`src/rtl/uart_key_decoder.sv`:
```
// uart_key_decoder: turns UART bytes into one-hot direction keys queued in a small FIFO,
// with repeat holdoff, reverse-direction filtering and a turbo toggle.
module uart_key_decoder #(
    parameter int FIFO_DEPTH = 4,
    parameter int HOLDOFF    = 650000,
    parameter int CASE_INS   = 1,
    parameter int NO_REVERSE = 1
) (
    input  logic                          clk,
    input  logic                          rst,
    input  logic [7:0]                    r_data,
    input  logic                          rx_empty,
    output logic                          rd_uart,
    input  logic                          key_rd,
    output logic [3:0]                    key_out,
    output logic                          key_valid,
    output logic                          turbo_button,
    output logic [$clog2(FIFO_DEPTH):0]   fifo_count,
    output logic [7:0]                    drop_count
);
    localparam int AW = $clog2(FIFO_DEPTH);
    localparam int CW = AW + 1;

    typedef enum logic {IDLE, DECODE} state_t;

    state_t          state;
    logic [7:0]      byte_q;
    logic [3:0]      mem [FIFO_DEPTH];
    logic [AW-1:0]   wr_ptr, rd_ptr;
    logic [CW-1:0]   count;
    logic [23:0]     holdoff_cnt;
    logic [3:0]      last_key;
    logic [3:0]      key, opp;
    logic            ci, decode, take, pop, full, cand, push, drop;

    assign ci     = CASE_INS != 0;
    assign decode = state == DECODE;
    assign take   = state == IDLE && !rx_empty;
    assign key    = (byte_q == 8'h77 || (ci && byte_q == 8'h57)) ? 4'b0001 :
                    (byte_q == 8'h73 || (ci && byte_q == 8'h53)) ? 4'b0010 :
                    (byte_q == 8'h61 || (ci && byte_q == 8'h41)) ? 4'b0100 :
                    (byte_q == 8'h64 || (ci && byte_q == 8'h44)) ? 4'b1000 : 4'b0000;
    // up<->down and left<->right; a zero last_key yields zero, which never matches a real key
    assign opp    = {last_key[2], last_key[3], last_key[0], last_key[1]};
    assign pop    = key_rd && count != '0;
    assign full   = count == CW'(FIFO_DEPTH);
    assign cand   = decode && key != 4'b0000
                    && !(key == last_key && holdoff_cnt != '0)
                    && !(NO_REVERSE != 0 && key == opp);
    assign push   = cand && (!full || pop);
    assign drop   = cand && full && !pop;

    assign key_valid  = count != '0;
    assign key_out    = key_valid ? mem[rd_ptr] : 4'b0000;
    assign fifo_count = count;

    always_ff @(posedge clk) begin
        if (rst) begin
            state        <= IDLE;
            rd_uart      <= 1'b0;
            byte_q       <= 8'h00;
            wr_ptr       <= '0;
            rd_ptr       <= '0;
            count        <= '0;
            holdoff_cnt  <= '0;
            last_key     <= 4'b0000;
            turbo_button <= 1'b0;
            drop_count   <= 8'h00;
        end else begin
            state   <= take ? DECODE : IDLE;
            rd_uart <= take;
            if (take)
                byte_q <= r_data;
            if (decode && byte_q == 8'h20)
                turbo_button <= ~turbo_button;
            if (push) begin
                mem[wr_ptr] <= key;
                wr_ptr      <= wr_ptr + AW'(1);
                last_key    <= key;
                holdoff_cnt <= 24'(HOLDOFF);
            end else if (holdoff_cnt != '0) begin
                holdoff_cnt <= holdoff_cnt - 24'd1;
            end
            if (pop)
                rd_ptr <= rd_ptr + AW'(1);
            count <= count + CW'(push) - CW'(pop);
            if (drop && drop_count != 8'hff)
                drop_count <= drop_count + 8'd1;
        end
    end
endmodule

```
`config.mk`:
```
export PLATFORM = sky130hd
export DESIGN_NAME = uart_key_decoder
export DESIGN_NICKNAME = d
export VERILOG_FILES = /design/src/rtl/uart_key_decoder.sv
export SDC_FILE = /design/constraint.sdc
export NUM_CORES = 1
export LEC_CHECK = 0
export BUFFER_PORTS_ARGS = -buffer_cell sky130_fd_sc_hd__buf_2
export CAP_MARGIN = 10
export CORE_UTILIZATION = 59
export CTS_CLUSTER_DIAMETER = 60
export CTS_CLUSTER_SIZE = 28
export DETAILED_ROUTE_END_ITERATION = 7
export PLACE_DENSITY = 0.88
export SYNTH_ARGS = -nofsm -noshare
export SYNTH_HDL_FRONTEND = slang
export SYNTH_SLANG_ARGS = --single-unit
```
`constraint.sdc`:
```
create_clock -name clk -period 4.3 [get_ports clk]
set_input_delay 0.645 -clock clk [delete_from_list [all_inputs] [get_ports clk]]
set_output_delay 0.645 -clock clk [all_outputs]
set_load 0.005 [all_outputs]
```
# Word-level counts from Yosys, hierarchy flattened
# Memory sizes are Yosys's and may differ from the RTL's. A register that Yosys moved wholly into a read port is not among the register bits.
# Cells that the tools add are included.
# word_totals
regBits,54
latchBits,0
ramBits,16
mem_bits_ro,0
elab_cells,72
mem_count,1
# op_classes
n_addsub,6
multipliers,0
n_div,0
order_cmp,0
n_eq_ne,13
n_shift,0
n_mux,13
bitwise_logic,2
n_reduce_logical,26
# mem_list
name,words,width,rd,rd_clocked_by_memory_dff,wr,line_no,source
mem,4,4,1,1,1,28,logic [3:0] mem [FIFO_DEPTH];
# ops
op,count
"== test 8 x 7 -> 1 bit, second input constant",8
2-to-1 mux 20 bit,2
nonzero test 24 bit,1
"subtractor 24 x 1 -> 24 bit, second input constant",1
2-to-1 mux 4 bit,5
logical AND 1 bit,11
"adder 8 x 1 -> 8 bit, second input constant",1
== test 4 bit,2
"== test 8 x 6 -> 1 bit, second input constant",1
"!= test 8 bit, second input constant",1
logical NOT 1 bit,5
logical OR 1 bit,5
"adder 2 x 1 -> 2 bit, second input constant",2
2-to-1 mux 1 bit,4
2-to-1 mux 2 bit,2
nonzero test 4 bit,1
adder 3 x 1 -> 3 bit,1
"== test 3 bit, second input constant",1
nonzero test 3 bit,1
subtractor 3 x 1 -> 3 bit,1
NOT 1 bit,2
nonzero test 2 bit,1
OR reduction 2 bit,1

# Longest topological paths before layout
# logic_depth
ltp_word,15
mapped_depth,17
depth_no_buf,15

# Worst setup path before layout
# Ideal clock, no wire load.
# synth_timing
path_kind,reg2reg
startpoint,reg byte_q[1]
endpoint,"reg count[2], in the netlist fifo_count[2]"
setup_ns,0.128
t_arrival_ns,2.940
required_ns,4.172
setup_slack_ns,1.232
path_stages_with_launch,17
cell_sequence,dfxtp_1 buf_6 or4_4 o22a_1 o32a_1 a211oi_2 buf_4 nor2_1 inv_2 buf_2 ha_1 inv_1 ha_1 inv_1 fa_1 xnor2_1 nor2_1
# synth_between
elab_chain_len,14
word_cells_on_any_way,28
classes_between,add/sub: 2; eq/ne: 10; mux: 4; reduce/logical: 12
# synth_lines
element,line_no,source
"start, declared",27,logic [7:0] byte_q;
"start signal, assigned",73,byte_q <= r_data;
== test 8 x 7 -> 1 bit,42,(byte_q == 8'h64 || (ci && byte_q == 8'h44)) ? 4'b1000 : 4'b0000;
logical OR 1 bit,42,
2-to-1 mux 4 bit,42,
2-to-1 mux 4 bit,41,(byte_q == 8'h61 || (ci && byte_q == 8'h41)) ? 4'b0100 :
2-to-1 mux 4 bit,40,(byte_q == 8'h73 || (ci && byte_q == 8'h53)) ? 4'b0010 :
2-to-1 mux 4 bit (*),39,assign key = (byte_q == 8'h77 || (ci && byte_q == 8'h57)) ? 4'b0001 :
== test 4 bit,48,&& !(key == last_key && holdoff_cnt != '0)
logical AND 1 bit,48,
logical NOT 1 bit,48,
logical AND 1 bit,48,
logical AND 1 bit (*),49,&& !(NO_REVERSE != 0 && key == opp);
logical AND 1 bit (*),50,assign push = cand && (!full || pop);
adder 3 x 1 -> 3 bit (*),86,count <= count + CW'(push) - CW'(pop);
subtractor 3 x 1 -> 3 bit (*),86,
"end signal, assigned",86,
"end, declared",30,logic [CW-1:0] count;
# Mark *: on every way between the ends. The rest lies on a longest branch, timed or not.
# A chain may end at the register's enable or synchronous reset.

# Final worst setup path
# layout_timing
startpoint,reg byte_q[4]
endpoint,"reg count[2], in the netlist fifo_count[2]"
# The elaborated chain is that of the path after synthesis.

==> out/results.tsv <==
metric	value	unit
swShare	36.4	%
rows	27	
crit_fanout	12	
whs	0.486	ns
antenna_found_initial	0	
synthMuxAreaShare	3.81	%
p_sw	0.000771	W
port_buffers	29	
p_clk_share	20.7	%
finalSetupTns	0	ns
drt_iter0_drc	197	
peakVddDrop	0.326	mV
post_cts_resized	0	
min_period_over_period	77.2	%
dieArea	6220	sq um
cts_max_level	3	
dr_total_vias	2750	
crit_family	compound AO/OA/AOI/OAI gates	
yosys_register_bits	71	
seqPwrFrac	41.7	%
cts_tree	yes	
core-area	5610	sq um
place_inst	443	
clkSlewWorstSetupHoldPaths	0.07	ns
synth_cells	356	
root_buffer	clkbuf_8	
multi_input_area	1770	sq um
io_pins	30	
ys.flop_type	dfxtp_1	
drcViolationCount	0	
grt.total_usage	22.4	%
fp.dieW	78.9	um
maxCapViolations	0	
cpPeakStageDelay	0.52	ns
regArea	1580	sq um
path_buf_inv	3	
avgSynthCellArea	9.79	sq um
grt_pass1_vias	2587	
cp.arrival	3.52	ns
synth_xor_area_share	5.78	%
cts_setup_buffers	0	
synth_cell_types	64	
synth-edff-count	16	
synth_nets	377	
hold_path_class	flip-flop to flip-flop	
layout-drive-gt1-share	17.6	%
ys_async_sr_fraction	0	%
rsz0062_at_grt	no	
critical_path_required	4.50	ns
leakage	1.41	nW
synth-seq-area-share	45.4	%
syn_to_final_growth	9.48	%
nNetsFinal	403	
crit_type	flip-flop to flip-flop	
hold_viol	0	
synth_top_family_by_area	simple AND/OR/NAND/NOR gates	
gp_congestion	0.928	
hpwl	4.60	mm
die_y	78.9	um
ys_warn_count	0	
wl_per_cell	14.1	um
total_power	0.00212	W
clock_latency	0.34	ns
final_util	68.0	%
worst_setup_path_start_kind	flip-flop	
r2r_slack	0.98	ns
path_cells	nand4b_2 -> o2bb2a_1 -> o32a_2 -> o211ai_1 -> nor2_1 -> inv_2 -> ha_1 -> inv_1 -> ha_1 -> inv_1 -> fa_1 -> xnor2_1 -> nor2_1	
setup_violations	0	
grt_pass1_wl	11.0	mm
initial_core_util	62.1	%
powerDensity	555	nW/um^2
period_needed	3.32	ns
finalNonFillerCells	459	
fill_cells	456	
critPathCaptureType	flip-flop	
synth_compound_area_share	13.9	%
synthAdderAreaFrac	3.45	%
outcome	complete, no violations	
n_antenna_cell	0	
worst_pin_slew	0.672	ns
slowest_stage	dfxtp_1	
p_comb_share	37.6	%
gr-total-overflow	0	
grt_max_degree	59	
relSlewSlack	54.6	%
numCtsBuffers	9	
wirelength	6.46	mm
clock-sinks	71	
firstDrtPassIters	4	
vias_per_cell	5.99	
slew_violations	0	
syn_area	3480	sq um
ant_nets	0	
timing.fmax	301	MHz
cts_hold_buf	0	
skew	0.0154	ns
yosys.area_share.simple	23.9	%
p_int	0.00134	W
clk_path_buf_depth	2	
-- power by group through the flow --
stage	combinational (W)	sequential, W	clock [W]
5_1_grt	0.000894	0.000897	0.000476
4_1_cts	0.000793	0.000880	0.000446
6_report	0.000795	0.000882	0.000438
2_1_floorplan	0.000632	0.000872	0
3_5_place_dp	0.000788	0.000894	0
3_3_place_gp	0.000762	0.000888	0
-- synthesized netlist by cell type, drive strengths merged, types with 3 or more instances --
master | instances | area (sq um)
nand3 | 14 | 70.1
a21oi | 27 | 139
and3 | 6 | 37.5
buf | 12 | 73.8
or3 | 4 | 25.0
o21ai | 14 | 70.1
dfxtp | 55 | 1100
clkbuf | 5 | 18.8
inv | 10 | 37.5
nand2 | 18 | 67.6
xor2 | 11 | 96.3
nor2 | 24 | 90.1
nor3 | 26 | 135
or4 | 6 | 48.8
mux4 | 4 | 90.1
nor4 | 8 | 71.3
nor2b | 6 | 37.5
or3b | 3 | 26.3
and2 | 5 | 31.3
xnor2 | 12 | 105
o31ai | 5 | 37.5
ha | 8 | 100
o211ai | 4 | 35.0
nor4b | 3 | 32.5
edfxtp | 16 | 480
nor3b | 3 | 22.5
o41ai | 3 | 26.3
nand4b | 5 | 50.0
nand2b | 6 | 37.5
a311oi | 3 | 26.3
a31oi | 3 | 18.8
-- area by class of cell --
class                   instances  share of cell area [%]
clock inverters                 6                   0.984
repair buffers                 32                    4.39
multi-input cells             258                    46.5
inverters                      10                   0.984
flip-flops and latches         71                    41.5
clock buffers                  10                    3.35
well taps                      72                    2.36
-- through the flow --
step	setup WS [ns]	instance area, sq um
after detailed placement	1.05	3650
after CTS	1.00	3810
final	0.979	3810
after global routing	0.688	3810
after floorplan	1.23	3480
after global placement	1.16	3650
-- path summary, 6_finish.rpt --
kind	from	to	cells after the start
worst max-delay path	byte_q[4]	fifo_count[2]	13
worst min-delay path	byte_q[5]	byte_q[5]	2
worst max register to register	byte_q[4]	fifo_count[2]	13
worst min register to register	byte_q[5]	byte_q[5]	2
-- layer usage --
layer  track usage [%]  up-vias  part of all wire, %
met3              4.48       12                  4.5
met4              9.82        0                  1.6
met2              36.9       63                   47
li1                  -     1372                    -
met5                 0        -                    0
met1              28.7     1303                   47
-- logic make-up after synthesis --
family / after synthesis
flops: 71
fa+ha+maj: 9
simple gates: 144
buf+inv: 27
xor+xnor: 23
mux: 8
compound gates: 74
-- registers in the layout, summed over array words and instances, names as in the netlist, named ones only --
register,count
rd_uart,1
rd_ptr,2
byte_q,8
mem,16
last_key,4
turbo_button,1
drop_count,8
wr_ptr,2
fifo_count,3
holdoff_cnt,24
-- worst min-delay path, stage by stage (launching register included) --
cell     delay [ns]
dfxtp_1        0.31
o21ai_0        0.06
a21oi_1        0.06
-- cells in the final DEF (no fill, tap or decap), types with 9 or more instances in the layout --
cell / count
dfxtp_1: 55
nand3_1: 14
inv_1: 9
xnor2_1: 12
buf_2: 29
nand2_1: 18
o21ai_0: 14
nor3_1: 25
edfxtp_1: 16
xor2_1: 11
clkbuf_8: 9
nor2_1: 24
a21oi_1: 26
Note: power is estimated with default switching activity, not from simulation.
